## config.mk

```make
export PLATFORM = sky130hd
export DESIGN_NAME = pipeline_hazard_ctrl
export DESIGN_NICKNAME = d
export VERILOG_FILES = /design/src/rtl/pipeline_hazard_ctrl.sv
export SDC_FILE = /design/constraint.sdc
export NUM_CORES = 1
export LEC_CHECK = 0
export BUFFER_PORTS_ARGS = -buffer_cell sky130_fd_sc_hd__buf_4
export CORE_MARGIN = 2
export CORE_UTILIZATION = 45
export CTS_CLUSTER_SIZE = 10
export DETAILED_ROUTE_END_ITERATION = 6
export PLACE_DENSITY = 0.8
export SLEW_MARGIN = 20
export SYNTH_ARGS = -nofsm -noshare
export SYNTH_HDL_FRONTEND = slang
export SYNTH_SLANG_ARGS = --single-unit
```

## constraint.sdc

```tcl
create_clock -name clock -period 2.48 [get_ports clock]
set_input_delay 0 -clock clock [delete_from_list [all_inputs] [get_ports clock]]
set_output_delay 0 -clock clock [all_outputs]
set_load 0.02 [all_outputs]
```

## src/rtl/pipeline_hazard_ctrl.sv

```systemverilog
// Stall/flush sequencer for the 5-stage pipeline: load-use, I/D-cache miss waits,
// multiply occupancy and taken-branch squashes, plus a stall-cycle counter.
module pipeline_hazard_ctrl #(
    parameter int MUL_LATENCY = 4,
    parameter int REG_W       = 5
) (
    input  logic             clock,
    input  logic             reset,
    input  logic [REG_W-1:0] d_rs,
    input  logic [REG_W-1:0] d_rt,
    input  logic             d_uses_rs,
    input  logic             d_uses_rt,
    input  logic [REG_W-1:0] e_rd,
    input  logic             e_mem_read,
    input  logic             e_branch_taken,
    input  logic             e_mul_start,
    input  logic             icache_miss,
    input  logic             icache_ready,
    input  logic             dcache_miss,
    input  logic             dcache_ready,
    output logic             pc_hold,
    output logic             f_stall,
    output logic             d_hold,
    output logic             e_bubble,
    output logic             e_hold,
    output logic             m_bubble,
    output logic             icache_abort,
    output logic [1:0]       ctrl_state,
    output logic [31:0]      stall_count
);

    localparam int CNT_W = (MUL_LATENCY > 2) ? $clog2(MUL_LATENCY) : 1;
    localparam logic [CNT_W-1:0] MUL_LOAD = CNT_W'(MUL_LATENCY - 1);

    typedef enum logic [1:0] {
        S_RUN     = 2'd0,
        S_IWAIT   = 2'd1,
        S_DWAIT   = 2'd2,
        S_MULBUSY = 2'd3
    } state_t;

    state_t           state_q, state_d;
    logic [CNT_W-1:0] mul_cnt_q, mul_cnt_d;
    logic [31:0]      stall_count_q, stall_count_d;

    logic load_use_s;
    logic pc_hold_s, f_stall_s, d_hold_s, e_bubble_s, e_hold_s, m_bubble_s, icache_abort_s;

    // Load in execute whose destination feeds a source the decode instruction reads
    always_comb begin
        load_use_s = e_mem_read && (e_rd != {REG_W{1'b0}}) &&
                     ((d_uses_rs && (d_rs == e_rd)) || (d_uses_rt && (d_rt == e_rd)));
    end

    // Next-state and control decode; a transition shows the destination state's controls
    always_comb begin
        state_d        = state_q;
        mul_cnt_d      = mul_cnt_q;
        pc_hold_s      = 1'b0;
        f_stall_s      = 1'b0;
        d_hold_s       = 1'b0;
        e_bubble_s     = 1'b0;
        e_hold_s       = 1'b0;
        m_bubble_s     = 1'b0;
        icache_abort_s = 1'b0;
        case (state_q)
            S_RUN: begin
                if (dcache_miss) begin
                    state_d    = S_DWAIT;
                    pc_hold_s  = 1'b1;
                    d_hold_s   = 1'b1;
                    e_hold_s   = 1'b1;
                    m_bubble_s = 1'b1;
                end else if (e_mul_start) begin
                    state_d    = S_MULBUSY;
                    mul_cnt_d  = MUL_LOAD;
                    pc_hold_s  = 1'b1;
                    d_hold_s   = 1'b1;
                    e_hold_s   = 1'b1;
                    m_bubble_s = 1'b1;
                end else if (e_branch_taken) begin
                    // Redirect wins over a fetch miss: the missing line is on the wrong path
                    f_stall_s      = 1'b1;
                    e_bubble_s     = 1'b1;
                    icache_abort_s = icache_miss;
                end else if (icache_miss) begin
                    state_d   = S_IWAIT;
                    pc_hold_s = 1'b1;
                    f_stall_s = 1'b1;
                end else if (load_use_s) begin
                    pc_hold_s  = 1'b1;
                    d_hold_s   = 1'b1;
                    e_bubble_s = 1'b1;
                end else begin
                    state_d = S_RUN;
                end
            end
            S_IWAIT: begin
                if (dcache_miss) begin
                    state_d    = S_DWAIT;
                    pc_hold_s  = 1'b1;
                    d_hold_s   = 1'b1;
                    e_hold_s   = 1'b1;
                    m_bubble_s = 1'b1;
                end else if (e_branch_taken) begin
                    state_d        = S_RUN;
                    icache_abort_s = 1'b1;
                    f_stall_s      = 1'b1;
                    e_bubble_s     = 1'b1;
                end else if (icache_ready) begin
                    state_d = S_RUN;
                end else begin
                    pc_hold_s = 1'b1;
                    f_stall_s = 1'b1;
                end
            end
            S_DWAIT: begin
                if (dcache_ready) begin
                    state_d = S_RUN;
                end else begin
                    pc_hold_s  = 1'b1;
                    d_hold_s   = 1'b1;
                    e_hold_s   = 1'b1;
                    m_bubble_s = 1'b1;
                end
            end
            S_MULBUSY: begin
                if (mul_cnt_q == {CNT_W{1'b0}}) begin
                    state_d = S_RUN;
                end else begin
                    mul_cnt_d  = mul_cnt_q - {{(CNT_W-1){1'b0}}, 1'b1};
                    pc_hold_s  = 1'b1;
                    d_hold_s   = 1'b1;
                    e_hold_s   = 1'b1;
                    m_bubble_s = 1'b1;
                end
            end
            default: begin
                state_d   = S_RUN;
                mul_cnt_d = {CNT_W{1'b0}};
            end
        endcase
    end

    // Controls are forced low while reset is held so nothing moves during reset
    always_comb begin
        pc_hold      = pc_hold_s      & ~reset;
        f_stall      = f_stall_s      & ~reset;
        d_hold       = d_hold_s       & ~reset;
        e_bubble     = e_bubble_s     & ~reset;
        e_hold       = e_hold_s       & ~reset;
        m_bubble     = m_bubble_s     & ~reset;
        icache_abort = icache_abort_s & ~reset;
        ctrl_state   = state_q;
        stall_count  = stall_count_q;
    end

    // Stall counter: free-running wrap at 2^32
    always_comb begin
        if (pc_hold) begin
            stall_count_d = stall_count_q + 32'd1;
        end else begin
            stall_count_d = stall_count_q;
        end
    end

    // State, multiply countdown and stall counter registers
    always_ff @(posedge clock or posedge reset) begin
        if (reset) begin
            state_q       <= S_RUN;
            mul_cnt_q     <= {CNT_W{1'b0}};
            stall_count_q <= 32'd0;
        end else begin
            state_q       <= state_d;
            mul_cnt_q     <= mul_cnt_d;
            stall_count_q <= stall_count_d;
        end
    end

endmodule

```

* Word-level counts from Yosys, hierarchy flattened
Index checks and enable logic that the tools add are counted.
** Word-level totals
- Logic and storage cells :: 88
- Register bits after elaboration :: 36
- Bits in latches :: 0
- Memory bits (read-only) :: 0
- Memories :: 0
- RAM bits :: 0
- Output and inout port bits :: 41
** Cells by class
- Eq/ne operators :: 13
- Add/subtract/negate cells :: 2
- Magnitude comparators :: 0
- Bitwise logic cells :: 7
- Reductions and logical operators :: 11
- Multiply operators :: 0
- Mux-type cells :: 52
- Div/mod/pow operators :: 0
- Shift operators :: 0
** Operator list (number)
- $add 32x1->32 const B :: 1
- $mux 1 :: 31
- $mux 2 :: 13
- $pmux 1 s4 :: 3
- $eq 5x5->1 :: 2
- $ne 2x2->1 const B :: 5
- $ne 4x4->1 const B :: 2
- $pmux 2 s4 :: 1
- $and 1x1->1 :: 6
- $pmux 1 s2 :: 3
- $ne 5x5->1 const B :: 1
- $reduce_and 5->1 :: 1
- $reduce_bool 5->1 :: 1
- $eq 2x2->1 const B :: 2
- $logic_and 1x1->1 :: 4
- $logic_not 2->1 :: 2
- $pmux 2 s2 :: 1
- $reduce_and 4->1 :: 1
- $eq 2x1->1 const B :: 1
- $reduce_bool 2->1 :: 1
- $sub 2x1->2 const B :: 1
- $logic_or 1x1->1 :: 1
- $not 1->1 :: 1

* Logic depth before layout (Yosys ltp)
- Word-level depth :: 11
- Depth in mapped cells :: 9

* Least setup slack after synthesis
No wires, ideal clock.
- Kind :: in2reg
- Start :: input reset
- End :: register stall_count_q[15], in the netlist stall_count[15]
- Library setup time :: 0.080 ns
- Data arrival time :: 2.132 ns
- Cell stages on the path :: 7
- Data required time :: 2.400 ns
- Path slack :: 0.268 ns
- Path through :: inv_1 o21ai_1 a221oi_2 a31oi_4 buf_6 nor4b_2 xor2_1
** Between the ends
- Longest elaborated chain between the ends :: 2
** Ends and longest elaborated chain
- start, declared :: RTL line 8 : input logic reset,
- $not 1->1 :: RTL line 147 : pc_hold = pc_hold_s & ~reset;
- $and 1x1->1 :: RTL line 147
- end signal, assigned :: RTL line 176 : stall_count_q <= stall_count_d;
- end, declared :: RTL line 44 : logic [31:0] stall_count_q, stall_count_d;
Every way passes these cells.
A chain may end at the register's enable or synchronous reset.

* Worst setup path after layout
- Start :: register mul_cnt_q[0]
- End :: register stall_count_q[25], in the netlist stall_count[25]
** Between the ends
- Longest elaborated chain between the ends :: 4
** Ends and longest elaborated chain
- start, declared :: RTL line 43 : logic [CNT_W-1:0] mul_cnt_q, mul_cnt_d;
- start signal, assigned :: RTL line 171 : mul_cnt_q <= {CNT_W{1'b0}};
- start signal, assigned :: RTL line 175 : mul_cnt_q <= mul_cnt_d;
- $logic_not 2->1 :: RTL line 128 : if (mul_cnt_q == {CNT_W{1'b0}}) begin
- $mux 1 :: RTL line 128
- $pmux 1 s4 :: RTL line 66 : case (state_q)
- $and 1x1->1 :: RTL line 147
Every way passes these cells.

==> flow_summary_export.csv <==
group,metric,value,unit
clock_network,htreeDepth,2,
setup_path,worstPathMaxFanout,16,
floorplan,dieWidth,73.1,µm
power_and_ir_drop,finalPower,2020,µW
floorplan,die_h,73.1,µm
clock_network,clockBufferDepth,2,
floorplan,rows,25,
global_routing,grt_start_max_net_pins,38,
clock_network,cts_hold_buf,1,
global_routing,gr-usage-all-layers,18.7,%
timing,rsz0062_at_grt,"false",
cells_and_area,layout_common_cells,"72 x buf_4, 36 x dfrtp_1, 25 x xor2_1, 17 x xnor2_1, 15 x nor2_1",
route,routed_wl,4590,µm
synth,syn-num-nets,237,
clock_network,root_buffer,"clkbuf_8",
setup_path,rr_startpoint,"mul_cnt_q[0]$_DFFE_PP0P_",
timing,max_freq,457,MHz
timing,clock_skew,0.00944,ns
timing,finalHoldViolCount,0,
cells_and_area,antenna_cells,0,
run,cap_violations,0,
clock_network,cts.sinks,36,
clock_network,cts_made_buffers,5,
floorplan,core_area,4660,µm²
clock_network,postCtsResizedCells,0,
global_routing,antenna_found_initial,0,
power_and_ir_drop,power.leakage,0.00135,µW
synth,syn_avg_cell_area,10.3,µm²
clock_network,clock_latency,0.29,ns
outcome,status,"finished, final reports clean",
setup_path,critPathArrivalTime,2.40,ns
setup_path,worstSetupPathType,"flop to flop",
cells_and_area,syn_to_final_growth,30.2,%
worst_hold_path,min_to,"ctrl_state[1]$_DFFE_PP0P_",
route,detailroute.via_count,1775,
placement,numPortBuffers,66,
power_and_ir_drop,power_density,721,nW/µm²
timing,tns,0,ns
timing,period_needed,2.19,ns
clock_network,cts_tree,"done",
placement,dp_hpwl,3530,µm
cells_and_area,final_common_cell,"buf_4",
setup_path,reg2reg_to,"stall_count[25]$_DFFE_PP0P_",
synth,synth_cell_types,42,
global_routing,grt_pass1_wl,7810,µm
route,via_per_inst,5.31,
setup_path,r2r_slack,0.29,ns
setup_path,required,2.69,ns
route,drt_iter0_markers,87,
timing,slew_headroom,56.5,%
setup_path,setup.worst_path.start_class,"flop",
cells_and_area,drive_above_1_share,36.1,%
placement,gp_congestion,0.848,
worst_hold_path,holdPathStages,4,
route,ant_nets,0,
clock_network,clk_pin_slew,0.07,ns
global_routing,grt_pass1_vias,1780,
synth,synth.area.top_cells,"dfrtp_1 42%, xor2_1 10%, xnor2_1 6.9%",
synth,syn_area,2150,µm²
route,drcViolationCount,0,
synth,synthDominantCellAreaShare,41.9,%
synth,synth_largest_area_cell,"dfrtp_1",
timing,fin_ws,0.292,ns
synth,synth_seq_cells,36,
cells_and_area,nNetsFinal,307,
timing,fin_crit_sh,88.2,%
route,routedWlPerCell,13.7,µm
floorplan,start_util,46.1,%
floorplan,die_area,5350,µm²
power_and_ir_drop,ir_drop,0.465,mV
route,first_pass_iters,4,
placement,pre_cts_slack,0.292,ns
synth,synth.yosys.seq_area_share,41.9,%
worst_hold_path,hold_path.class,"input pin to flop",
timing,setup_viol,0,
setup_path,endpoint_kind,"flop",
setup_path,crit_start,"mul_cnt_q[0]$_DFFE_PP0P_",
placement,dp.cells,325,
synth,netlist_instances,209,
worst_hold_path,hp-start,"dcache_ready",
global_routing,grt_overflow,0,
timing,worst_pin_slew,0.653,ns
timing,final-max-slew-violation-count,0,
setup_path,r2r_cells,9,
clock_network,post-cts-setup-buffers,0,
cells_and_area,layoutNonFillerInstCount,334,
synth,ys_warn_count,0,
floorplan,ios,67,
-- Yosys cell counts --
library cell	n
dfrtp_1	36
xor2_1	25
xnor2_1	17
nor2_1	15
inv_1	13
nand2_1	12
nand3_1	10
nor3_1	9
nor4_2	9
o21ai_0	8
clkbuf_1	5
nor4b_2	5
a21oi_1	4
nand4_1	4
a31oi_1	2
and4_1	2
buf_4	2
buf_6	2
ha_1	2
nand2b_1	2
o21ai_1	2
or2_1	2
or4_1	2
a21o_1	1
a221oi_2	1
a31oi_4	1
and3_1	1
buf_2	1
mux2_1	1
mux2i_1	1
nand3b_1	1
nor2b_1	1
nor3b_1	1
nor4_1	1
nor4_4	1
nor4b_4	1
nor4bb_1	1
o22ai_2	1
o31ai_1	1
or2_2	1
or3_1	1
or3_4	1
-- state kept, by name, indices dropped and copies added, names as in the netlist --
signal / cells
stall_count: 32
ctrl_state: 2
mul_cnt_q: 2
-- power breakdown --
part | internal [µW] | total (µW) | switching, µW
clock network | 222 | 428 | 206
logic | 338 | 790 | 452
registers | 695 | 800 | 106
-- worst max path at each step --
stage                                  end  slack, ns  cells after the start
6_report       stall_count[25]$_DFFE_PP0P_       0.29                      9
5_1_grt        stall_count[25]$_DFFE_PP0P_       0.08                      9
4_1_cts        stall_count[25]$_DFFE_PP0P_       0.27                      9
3_5_place_dp   stall_count[25]$_DFFE_PP0P_       0.29                      9
3_3_place_gp   stall_count[21]$_DFFE_PP0P_       0.44                      9
2_1_floorplan  stall_count[15]$_DFFE_PP0P_       0.27                      7
-- metal layers --
layer / vias to the layer above / GRT usage (%) / share of wire [%]
li1: 865 / - / -
met1: 840 / 21.9 / 42
met2: 63 / 33.0 / 51
met3: 7 / 4.14 / 5.9
met4: 0 / 7.00 / 1.5
met5: - / 0 / 0
-- layout make-up --
type,instances,area (µm²)
Timing Repair Buffer,73,551
Multi-Input combinational cell,150,1140
Fill cell,423,1860
Sequential cell,36,901
Tap cell,54,67.6
Inverter,13,48.8
Clock inverter,2,10.0
Clock buffer,6,82.6
-- metrics by stage --
| step | hold slack [ns] | area [µm²] | utilization, % |
|---|---|---|---|
| after floorplan | 0.0887 | 2150 | - |
| after global placement | 0.193 | 2700 | 57.9 |
| after detailed placement | 0.196 | 2700 | 57.9 |
| after CTS | 0.0218 | 2800 | 60.1 |
| after global routing | 0.0558 | 2800 | 60.1 |
| final | 0.0239 | 2800 | 60.1 |
-- cells by family (layout without fill, tap and decap cells) --
kind of cell | after synthesis | after routing | share of synthesized area, %
adders and majority gates | 2 | 2 | 1.16
buffers and inverters | 23 | 94 | 5.12
xor gates and xnor gates | 42 | 42 | 17.1
muxes | 2 | 2 | 0.989
DFF | 36 | 36 | 41.9
AOI/OAI and AO/OA | 21 | 21 | 6.81
and+or+nand+nor | 83 | 83 | 26.9
-- worst max-delay path: stages (launching register included) --
cell	delay (ns)
dfrtp_1	0.32
inv_1	0.07
ha_1	0.22
mux2i_1	0.18
o21ai_1	0.15
a221oi_2	0.28
a31oi_4	0.13
buf_4	0.23
nor4_2	0.33
xor2_1	0.19
Note: power is estimated with default switching activity, not from simulation.
